File: config.mk
export PLATFORM = sky130hd
export DESIGN_NAME = dino_game_ctrl
export DESIGN_NICKNAME = d
export VERILOG_FILES = /design/src/rtl/dino_game_ctrl.sv
export SDC_FILE = /design/constraint.sdc
export NUM_CORES = 1
export LEC_CHECK = 0
export ABC_AREA = 1
export CORE_ASPECT_RATIO = 0.75
export CORE_UTILIZATION = 48
export DETAILED_ROUTE_END_ITERATION = 16
export PLACE_DENSITY = 0.94
export SKIP_LAST_GASP = 1
export SLEW_MARGIN = 20
export SYNTH_ARGS = -nofsm -noshare
export SYNTH_HDL_FRONTEND = slang
export SYNTH_SLANG_ARGS = --single-unit
File: constraint.sdc
create_clock -name clk -period 2.6 [get_ports clk]
set_clock_uncertainty 0.05 [all_clocks]
set_input_delay 0.39 -clock clk [delete_from_list [all_inputs] [get_ports clk]]
set_output_delay 0.39 -clock clk [all_outputs]
set_load 0.02 [all_outputs]
File: src/rtl/dino_game_ctrl.sv
// Dino game controller: button sync, jump/ground FSM, collision check, saturating score.
// Optional high-score register is enabled by defining HISCORE_EN.
module dino_game_ctrl #(
    parameter int DINO_COL   = 6,
    parameter int JUMP_TICKS = 3,
    parameter int SCORE_W    = 8
) (
    input  logic               clk,
    input  logic               reset,
    input  logic               tick,
    input  logic               jump_btn,
    input  logic [7:0]         obs_row,
    output logic               run_tick,
    output logic [7:0]         ground_row,
    output logic [7:0]         up_row,
    output logic               playing,
    output logic               game_over,
    output logic [SCORE_W-1:0] score,
    output logic [SCORE_W-1:0] hi_score
);

    typedef enum logic [1:0] {
        IDLE   = 2'd0,
        GROUND = 2'd1,
        AIR    = 2'd2,
        OVER   = 2'd3
    } state_t;

    localparam logic [7:0]         DINO_MASK = 8'(1 << DINO_COL);
    localparam logic [SCORE_W-1:0] SCORE_MAX = '1;

    state_t             state;
    state_t             state_nxt;
    logic               s1, s2, s3;
    logic               jump_p;
    logic               jump_req;
    logic [3:0]         air_cnt;
    logic               collision;
    logic               jump_go;
    logic [SCORE_W-1:0] score_inc;

    assign jump_p    = s2 & ~s3;
    assign collision = obs_row[DINO_COL];
    assign jump_go   = jump_req | jump_p;
    assign score_inc = (score == SCORE_MAX) ? score : score + SCORE_W'(1);

    // NOTE: sequential state uses non-blocking assignments so every register samples pre-edge values.
    always_ff @(posedge clk or posedge reset) begin
        if (reset) state <= IDLE;
        else       state <= state_nxt;
    end

    // NOTE: state_nxt gets a default first so no path through the case infers a latch.
    always_comb begin
        state_nxt = state;
        unique case (state)
            IDLE:   if (jump_p) state_nxt = GROUND;
            GROUND: if (tick) begin
                        if (collision)    state_nxt = OVER;
                        else if (jump_go) state_nxt = AIR;
                    end
            AIR:    if (tick && air_cnt == 4'd1) state_nxt = GROUND;
            OVER:   if (jump_p) state_nxt = IDLE;
            default: state_nxt = IDLE;
        endcase
    end

    always_comb begin
        playing    = (state == GROUND) || (state == AIR);
        game_over  = (state == OVER);
        run_tick   = tick & playing;
        up_row     = (state == AIR) ? DINO_MASK : 8'h00;
        ground_row = (state == AIR) ? obs_row : (obs_row | DINO_MASK);
    end

    // Button synchroniser, score, jump timer and pending-jump flag.
    always_ff @(posedge clk or posedge reset) begin
        if (reset) begin
            s1       <= 1'b0;
            s2       <= 1'b0;
            s3       <= 1'b0;
            score    <= '0;
            air_cnt  <= '0;
            jump_req <= 1'b0;
        end else begin
            s1 <= jump_btn;
            s2 <= s1;
            s3 <= s2;
            jump_req <= 1'b0;
            unique case (state)
                IDLE: if (jump_p) score <= '0;
                GROUND: begin
                    if (tick) begin
                        if (!collision) begin
                            score <= score_inc;
                            if (jump_go) air_cnt <= 4'(JUMP_TICKS);
                        end
                    end else begin
                        jump_req <= jump_req | jump_p;
                    end
                end
                AIR: if (tick) begin
                    score   <= score_inc;
                    air_cnt <= air_cnt - 4'd1;
                end
                default: ;
            endcase
        end
    end

`ifdef HISCORE_EN
    // The score is final on the tick that moves GROUND to OVER.
    always_ff @(posedge clk or posedge reset) begin
        if (reset)
            hi_score <= '0;
        else if (state == GROUND && tick && collision && score > hi_score)
            hi_score <= score;
    end
`else
    assign hi_score = '0;
`endif

endmodule

==> impl_metrics.py <==
metrics = {
    "clock_tree": {
        "cts_buffer_depth": 2,
        "cts.hold.buffers_added": 0,
        "cts.clk_slew.worst_paths_ns": 0.10,
        "clkLatencyLatePin_ns": 0.30,
        "clock-root-buffer": "clkbuf_4",
        "clock-sinks": 18,
        "cts_resized": 0,
        "cts_buffers": 3,
        "h-tree-depth": 1,
        "cts_tree": "done",
        "post_cts_buffers": 0,
    },
    "setup_path": {
        "path_max_fanout": 9,
        "critPathMaxStageDelay_ns": 0.59,
        "crit_family": "buffers and inverters",
        "r2r_end": "score[1]$_DFFE_PP0P_",
        "crit_path_start_kind": "flop",
        "rrSetupSlack_ns": 0.89,
        "cp-end-kind": "output port",
        "path_cells": "inv_1 -> ha_1 -> nand2_1 -> inv_1 -> clkdlybuf4s50_1",
        "crit_required_ns": 2.16,
        "cp_common_cell": "inv_1",
        "cpMaxStageDelayCell": "clkdlybuf4s50_1",
        "crit_buf_inv": 3,
        "worst_r2r_path_depth": 8,
        "critPathKind": "reg2out",
        "crit_arrival_ns": 2.01,
        "r2r_start": "state[0]$_DFFE_PP0P_",
        "cp.depth": 5,
    },
    "route": {
        "routed-via-count": 1048,
        "wl_per_cell_um": 9.51,
        "drc": 0,
        "vias_per_cell": 4.60,
        "antenna_left": 0,
        "drtIter0Drc": 32,
        "drt-total-wl_mm": 2.17,
        "first_pass_iters": 4,
    },
    "synthesis": {
        "netlist_area_um2": 1320,
        "netlist.area_leader.share_pct": 34.2,
        "synthMuxAreaShare_pct": 0,
        "avgSynthCellArea_um2": 7.31,
        "synth_commonest_cells": "nand2_1, buf_4, inv_1",
        "synth-main-ff-cell": "dfrtp_1",
        "seq_area_frac_synth_pct": 34.2,
        "async_flop_share_pct": 100,
        "synth_cell_types": 24,
        "yosysMostFrequentCell": "nand2_1",
        "netlist_instances": 180,
        "synth_edf_count": 0,
        "synth-xor-area-share_pct": 1.33,
        "ys_ff_latch": 18,
        "synthTopCellsByArea": "dfrtp_1, nand2_1, buf_4",
        "synth-compound-area-share_pct": 4.37,
        "synth_top_family_by_area": "simple AND/OR/NAND/NOR gates",
        "yosysTopAreaCell": "dfrtp_1",
        "yosysWarnings": 0,
        "synth_fa_ha_area_share_pct": 6.65,
        "yosys.area_share.simple_pct": 33.5,
    },
    "finish": {
        "fin_nets": 212,
        "diodes": 0,
        "stdcell_count": 228,
        "design_area_um2": 1450,
        "areaGrowthSynthToFinish_pct": 9.98,
        "drive_above_1_share_pct": 8.33,
    },
    "global_routing": {
        "grtUsageTotal_pct": 15.7,
        "grt_max_degree": 19,
        "gr-total-overflow": 0,
        "grt_pass1_wl_mm": 3.51,
        "antenna_found_initial": 0,
        "grt_pass1_vias": 829,
    },
    "place": {
        "dp_cells": 224,
        "port_buffers": 17,
        "gp_congestion": 0.864,
        "dp_hpwl_mm": 1.68,
        "postPlaceCellArea_um2": 1410,
        "dpl_worst_slack_ns": 0.442,
    },
    "floorplan": {
        "core-area_um2": 2600,
        "die-area_um2": 2960,
        "rows": 16,
        "boundaryPins": 47,
        "die_h_um": 47.4,
        "initial_utilization_pct": 50.6,
        "fp.dieW_um": 62.5,
    },
    "timing": {
        "maxSlewHeadroom_pct": 53.8,
        "setup_viol_count_final": 0,
        "fin_crit_sh_pct": 94.3,
        "rsz0062_at_grt": "no",
        "maxSlewViolCount": 0,
        "worstMarginPinSlew_ns": 0.692,
        "fmax_ghz": 0.408,
        "hold_viol_final": 0,
        "fin_crit_ns": 2.45,
        "fin_setup_tns_ns": 0,
        "layout_setup_ws_ns": 0.148,
    },
    "hold_path": {
        "hold_depth": 0,
        "hold_end": "s2$_DFF_PP0_",
        "hold_class": "reg2reg",
        "hold_start": "s1$_DFF_PP0_",
    },
    "outcome": {
        "status": "finished, final reports clean",
    },
    "power_and_ir_drop": {
        "power_density_nw_per_um2": 892,
        "power_mw": 1.29,
        "p_leak_nw": 0.748,
        "max-vdd-ir-drop_mv": 0.434,
    },
    "flow_run": {
        "maxCapViolCount": 0,
    },
}
[sequential cells by signal (all words and copies together) (netlist names)]
register  count
air_cnt       4
jump_req      1
s1            1
s2            1
s3            1
score         8
state         2
[metrics by stage]
| step | utilization, % | hold WS [ns] |
|---|---|---|
| floorplan | - | 0.279 |
| global placement | 54.2 | 0.284 |
| detailed placement | 54.2 | 0.290 |
| CTS | 55.6 | 0.315 |
| global route | 55.6 | 0.318 |
| finish | 55.6 | 0.311 |
[area by class of cell]
cell class                 instances  area [µm²]
tap                               36        45.0
fill                             255        1150
sequential                        18         450
clock buffer                       4        36.3
inverter                          23        86.3
multi-input combinational        130         659
timing repair buffer              17         170
[power by group]
part	switching (mW)	leakage (nW)	internal, mW
Sequential	0.0445	0.229	0.327
Combinational	0.479	0.498	0.263
Clock	0.0926	0.0210	0.0854
[per-layer routing]
layer	GRT usage (%)	wire length, µm	share of wire [%]	vias up
met4	4.65	0	0	0
met5	0	0	0	-
met2	26.3	1040	48	27
li1	-	-	-	545
met1	19.8	1000	46	476
met3	5.34	122	5.6	0
[worst max-delay path by stage]
stage	startpoint	to	slack [ns]
2_1_floorplan	state[0]$_DFFE_PP0P_	score[3]$_DFFE_PP0P_	0.97
3_3_place_gp	tick	run_tick	0.47
3_5_place_dp	tick	run_tick	0.44
4_1_cts	state[0]$_DFFE_PP0P_	run_tick	0.14
5_1_grt	state[0]$_DFFE_PP0P_	run_tick	0.02
6_report	state[0]$_DFFE_PP0P_	run_tick	0.15
[cell families after synthesis]
kind of cell             count (synthesis)
AND/OR/NAND/NOR                         95
buffers and inverters                   46
flip-flops                              18
AO/OA/AOI/OAI                           11
adder cells (fa/ha/maj)                  7
XOR/XNOR                                 2
other                                    1
[worst reg2reg max path, cell delays in order (launching register included)]
cell	delay, ns
dfrtp_1	0.41
inv_1	0.08
ha_1	0.46
nor2_1	0.08
nor2_1	0.11
nand3_1	0.12
nor2_4	0.21
nand2_1	0.08
nand2_1	0.07
[cells in the final DEF (no fill, tap or decap), drive strengths merged]
| cell type | count |
|---|---|
| or2 | 1 |
| nand2 | 57 |
| nor2 | 18 |
| nor3 | 1 |
| dfrtp | 18 |
| nand3 | 12 |
| clkbuf | 4 |
| nor3b | 1 |
| nand4 | 4 |
| o21ai | 6 |
| ha | 7 |
| clkdlybuf4s50 | 17 |
| a21oi | 4 |
| nand3b | 1 |
| inv | 23 |
| conb | 15 |
| o21bai | 1 |
| xor2 | 2 |
Note: power is estimated with default switching activity, not from simulation.
==> variant 1 (same flow settings) <==
Add an input register stage for `jump_btn` and `obs_row`; this delays them by one clock. The other inputs are not delayed to match.
--- a/src/rtl/dino_game_ctrl.sv
+++ b/src/rtl/dino_game_ctrl.sv
@@ -30,4 +30,12 @@
     localparam logic [SCORE_W-1:0] SCORE_MAX = '1;
 
+    logic jump_btn_q;
+    logic [7:0] obs_row_q;
+
+    always_ff @(posedge clk) begin
+        jump_btn_q <= jump_btn;
+        obs_row_q  <= obs_row;
+    end
+
     state_t             state;
     state_t             state_nxt;
@@ -41,5 +49,5 @@
 
     assign jump_p    = s2 & ~s3;
-    assign collision = obs_row[DINO_COL];
+    assign collision = obs_row_q[DINO_COL];
     assign jump_go   = jump_req | jump_p;
     assign score_inc = (score == SCORE_MAX) ? score : score + SCORE_W'(1);
@@ -71,5 +79,5 @@
         run_tick   = tick & playing;
         up_row     = (state == AIR) ? DINO_MASK : 8'h00;
-        ground_row = (state == AIR) ? obs_row : (obs_row | DINO_MASK);
+        ground_row = (state == AIR) ? obs_row_q : (obs_row_q | DINO_MASK);
     end
 
@@ -84,5 +92,5 @@
             jump_req <= 1'b0;
         end else begin
-            s1 <= jump_btn;
+            s1 <= jump_btn_q;
             s2 <= s1;
             s3 <= s2;
Formal check against the unedited RTL: not equivalent (Yosys sat finds a counterexample within 4 cycles, from zero or initial values and one cycle with reset high).
==> variant 1 against the unedited design <==
Wire length increased by 7.0%. Setup slack improved by 0.22 ns. Final area increased by 17%. Power increased by 16%. Sequential cell count increased by 9. Global-route usage increased by 0.44 points. First-iteration DRC count increased by 34%. Fmax increased by 10%. Non-clock buffer count increased by 15. Synthesized area increased by 7.6%. Die area increased by 7.3%. Critical endpoint unchanged. Largest cell class is now flip-flops and latches.
==> variant 1: results (changes against the unedited design) <==
** Run status
- Outcome :: finished clean (unchanged)

** Drt
- DR WL/cell :: 9.88 µm (was 9.51 µm)
- Sum of routed wire segments on met1 :: 1160 µm (was 1000 µm)
- Met2 wire len :: 1040 µm (about the same)
- DR pass1 iterations :: 4 (unchanged)
- The total met3 wirelength after detailed routing was 111 µm (was 122 µm).
- The vias per cell came to 4.52 (was 4.60).
- The violation count after the first detailed-route iteration was 43 (was 32).
- The highest layer used for signal routing is met4 (was met3).

** Power and ir drop
- The worst voltage drop across the vdd grid was 0.513 mV (was 0.434 mV).
- Switching Share :: 42.2% (was 47.7%)
- Power consumed by sequential cells :: 0.537 mW (was 0.372 mW)
- Comb pwr share :: 47.8% (was 57.4%)
- The standby leakage power came to 0.788 nW (was 0.748 nW).
- Clock share of power :: 16.3% (was 13.8%)

** Layout
- The share of final-layout standard cells stronger than drive strength 1 came to 4.02% (was 8.33%).
- Fill cell count :: 239 (was 255)
- Number of logic inverters in the finished layout :: 20 (was 23)
- Area taken by flip-flops and latches :: 631 µm² (was 450 µm²)
- Multi-In Gates :: 116 (was 130)
- Leading registers by flop count: obs_row_q x8, score x8, air_cnt x4 (was score x8, air_cnt x4, state x2).
- Clock distribution area overhead in the final layout :: 2.80% (was 2.51%)
- Non-clock buffering overhead :: 18.7% (was 11.8%)
- The net total in the final layout is 219 (was 212).
- Non-filler cells, final :: 235 (was 228)
- The number of clock buffers in the layout came to 3 (was 4).
- The multi-input logic area was 582 µm² (was 659 µm²).

** Setup path
- The depth of the most critical reg-to-reg path was 7 (was 8).
- The critical-path maximum fanout was 4 (was 9).
- The critical path arrival came to 1.79 ns (was 2.01 ns).

** Global route
- Number of global-route vias before repair :: 969 (was 829)
- The routing usage on met2 is 25.2% (was 26.3%).
- The met1 layer usage reported by global route is 22.6% (was 19.8%).
- The total track usage was 16.1% (was 15.7%).
- The met3 track demand over resource in global routing came to 5.37% (was 5.34%).
- First-pass GRT wire length :: 4060 µm (was 3510 µm)

** Synth
- The share of synthesized flip-flops with an asynchronous set or reset came to 66.7% (was 100%).
- The average instance area after synthesis was 8.19 µm² (was 7.31 µm²).
- Post-synthesis sequential area ratio :: 44.5% (was 34.2%)
- Count of cell types in the netlist :: 22 (was 24)
- Count of state elements after synthesis :: 27 (was 18)
- Synth area leaders: dfrtp_1 (32%), dfxtp_1 (13%), nand2_1 (12%) (was dfrtp_1 (34%), nand2_1 (16%), buf_4 (13%)).
- List of most frequent post-synthesis cells :: nand2_1 (45), buf_4 (22), inv_1 (20), dfrtp_1 (18), o21ai_0 (15) (was nand2_1 (55), buf_4 (23), inv_1 (22), dfrtp_1 (18), nor2_1 (14))

** Timing
- The transition time at the pin with the least slew margin is 0.663 ns (was 0.692 ns).

** Placed design
- The count of buffers from port buffering was 31 (was 17).
- The placed wire-length estimate after detailed placement came to 1800 µm (was 1680 µm).
- Number of cells after detailed placement :: 231 (was 224)
- Weighted congestion reported at the end of routability-driven placement :: 0.805 (was 0.864)

** CTS
- The clock latency of the later-clocked register in the worst-skew pair was 0.27 ns (was 0.30 ns).
- The clock tree root buffer cell is clkbuf_8 (was clkbuf_4).
==> variant 1: through the flow <==
stage	utilization (%)	setup slack, ns
floorplan	-	0.857
global placement	61.1	0.501
detailed placement	61.1	0.484
CTS	62.8	0.352
global route	62.8	0.237
finish	62.8	0.371
==> variant 1: kinds of logic after synthesis <==
logic type / share of synthesized area [%]
simple gates: 22.1
buf+inv: 18.1
flops: 44.5
compound gates: 7.60
fa+ha+maj: 6.18
xor+xnor: 1.24
other cells: 0.265
==> variant 1: final timing paths <==
check	start	to	slack (ns)
max	state[0]$_DFFE_PP0P_	run_tick	0.37
max reg2reg	state[0]$_DFFE_PP0P_	score[6]$_DFFE_PP0P_	0.76
max in group asynchronous	reset	jump_req$_DFF_PP0_	1.62
min	jump_btn_q$_DFF_P_	s1$_DFF_PP0_	0.28
min in group asynchronous	reset	air_cnt[3]$_DFFE_PP0P_	0.46
min reg2reg	jump_btn_q$_DFF_P_	s1$_DFF_PP0_	0.28
==> variant 2 (config.mk and constraints unchanged) <==
Made on the original files. Build with the macro `HISCORE_EN` defined.
--- a/src/rtl/dino_game_ctrl.sv
+++ b/src/rtl/dino_game_ctrl.sv
@@ -1,4 +1,6 @@
 // Dino game controller: button sync, jump/ground FSM, collision check, saturating score.
 // Optional high-score register is enabled by defining HISCORE_EN.
+`define HISCORE_EN
+
 module dino_game_ctrl #(
     parameter int DINO_COL   = 6,
Formal check against the unedited RTL: not equivalent (a bounded check fails within 10 cycles, from zero or initial values and one cycle with reset high).
==> variant 2 against the unedited design <==
Power is 38% higher. Sequential share of layout area is 1.7 points higher. Via count is 31% higher. Setup slack better by 0.15 ns. Utilization is 4.2 points higher. Cell count is 22% higher. Sequential power is 47% higher. Count of clock-buffer cells in the layout is 1 lower. Critical endpoint unchanged. Synthesized area is 28% higher. Wire length is 52% higher. Final area is 37% higher. Synthesized cell count is 20% higher. Sequential cell count is 8 higher.
==> variant 2: results (changes against the unedited design) <==
** Global route
- The maximum number of pins on one net before global-route repair was 27 (was 19).
- The total track usage was 18.5% (was 15.7%).
- The aggregate global routing overflow was 0 (unchanged).
- First-pass GRT wire length :: 5330 µm (was 3510 µm)
- Number of global-route vias before repair :: 1235 (was 829)
- Number of antenna violations at the first check in global routing :: 0 (unchanged)

** Drt
- The violation count after the first detailed-route iteration was 103 (was 32).
- The total wirelength of the detailed-routed design is 3300 µm (was 2170 µm).
- Via-per-instance ratio :: 4.92 (was 4.60)
- The detailed-router iteration count before antenna repair is 4 (unchanged).

** Placed design
- Total half-perimeter wirelength after legalization and detailed placement :: 2500 µm (was 1680 µm)
- The routability congestion estimate is 0.796 (was 0.864).
- The count of buffers from port buffering is 25 (was 17).

** Layout
- The share of final-layout standard cells stronger than drive strength 1 came to 7.14% (was 8.33%).
- The number of antenna diodes came to 0 (unchanged).
- Leading registers by flop count: hi_score x8, score x8, air_cnt x4 (was score x8, air_cnt x4, state x2).
- The net total in the final layout was 266 (was 212).

** CTS
- The deepest clock path buffer count was 2 (unchanged).
- The number of buffers created by CTS came to 3 (unchanged).
- The total setup buffers inserted after CTS was 0 (unchanged).
- After clock tree synthesis, the clock-pin slew on the worst setup and hold paths is 0.09 ns.
- The H-tree depth came to 1 (unchanged).
- The clock latency of the later-clocked register in the worst-skew pair was 0.27 ns (was 0.30 ns).
- The clock tree root buffer cell is clkbuf_8 (was clkbuf_4).
- Number of cells upsized or downsized after cts :: 0 (unchanged)

** Power and ir drop
- The standby leakage power is 1.04 nW (was 0.748 nW).
- Maximum vdd ir drop :: 0.413 mV (was 0.434 mV)

** Run status
- Outcome: finished clean (unchanged).

** Setup path
- WP data arrival :: 1.86 ns (was 2.01 ns)
- The critical-path maximum fanout was 4 (was 9).

** Synth
- Synth area leaders :: dfrtp_1 (39%), nand2_1 (14%), ha_1 (11%) (was dfrtp_1 (34%), nand2_1 (16%), buf_4 (13%))
- The distinct cell type count of the synthesized netlist was 25 (was 24).
- Share of flip-flops with an asynchronous set or reset after synthesis :: 100% (unchanged)
- Total of warnings raised by yosys :: 0 (unchanged)
- The most instantiated flip-flop cell in the synthesis netlist was dfrtp_1 (unchanged).
- Post-synthesis sequential area ratio :: 38.6% (was 34.2%)
- List of most frequent post-synthesis cells: nand2_1 (61), inv_1 (32), dfrtp_1 (26), nand3_1 (17), ha_1 (15) (was nand2_1 (55), buf_4 (23), inv_1 (22), dfrtp_1 (18), nor2_1 (14)).

** Worst hold path
- The type of the tightest min-delay check was register to register (unchanged).
[variant 2: cell types whose count changed in the layout (fill, tap and decap cells not counted), moves of 5 or more]
cell / change
inv_1: +10
dfrtp_1: +8
clkdlybuf4s50_1: +8
nand2_1: +6
nand3_1: +9
o21ai_0: +5
ha_1: +8
conb_1: -8
[variant 2: path summary, 6_finish.rpt]
path	start	end	slack, ns	cells past startpoint
worst max-delay path	state[1]$_DFFE_PP0P_	run_tick	0.30	5
worst min-delay path	s1$_DFF_PP0_	s2$_DFF_PP0_	0.31	0
worst max register to register	score[7]$_DFFE_PP0P_	hi_score[7]$_DFFE_PP0P_	0.81	8
worst min register to register	s1$_DFF_PP0_	s2$_DFF_PP0_	0.31	0
max in group asynchronous	reset	score[3]$_DFFE_PP0P_	1.83	3
min in group asynchronous	reset	hi_score[7]$_DFFE_PP0P_	0.42	3
[variant 2: metal layers]
layer  vias up  track usage, %  wire [µm]
li1        702               -          -
met1       635            22.7       1510
met2        27            33.3       1620
met3         4            4.19        143
met4         0            4.33         25
met5         -               0          0
[variant 2: kinds of logic (layout without fill, tap and decap cells)]
| logic type | Yosys count | count (layout) | share of synthesized area (%) |
|---|---|---|---|
| AND/OR/NAND/NOR | 100 | 100 | 26.5 |
| buffers and inverters | 48 | 64 | 13.8 |
| flip-flops | 26 | 26 | 38.6 |
| AO/OA/AOI/OAI | 22 | 22 | 7.65 |
| adder cells (fa/ha/maj) | 15 | 15 | 11.1 |
| XOR/XNOR | 4 | 4 | 2.08 |
| other | 1 | 7 | 0.223 |
[variant 2: area by class of cell]
class,count,area (µm²)
clock buffer,3,41.3
clock inverter,1,30.0
fill,274,1330
inverter,34,128
multi-input combinational,148,825
sequential,26,651
tap,40,50.0
timing repair buffer,26,258
[variant 2: power breakdown]
part / internal, mW / leakage [nW] / switching (mW)
sequential: 0.473 / 0.341 / 0.0736
clock: 0.206 / 0.0357 / 0.129
combinational: 0.319 / 0.666 / 0.577
total: 0.998 / 1.04 / 0.780
[variant 2: through the flow]
step                worst slack [ns]  std cells  power, mW  instance area, µm²  util [%]
detailed placement             0.510        274       1.45                1910      57.7
CTS                            0.309        278       1.79                1980      59.9
global route                   0.214        278       1.91                1980      59.9
global placement               0.541        274       1.41                1910      57.7
floorplan                      0.930        222       1.18                1710         -
finish                         0.297        278       1.78                1980      59.9
[variant 2: critical path, cell delays in order, from the launching register on]
cell             delay, ns
dfrtp_1               0.42
inv_1                 0.09
ha_1                  0.37
nand2_1               0.07
inv_1                 0.05
clkdlybuf4s50_1       0.59
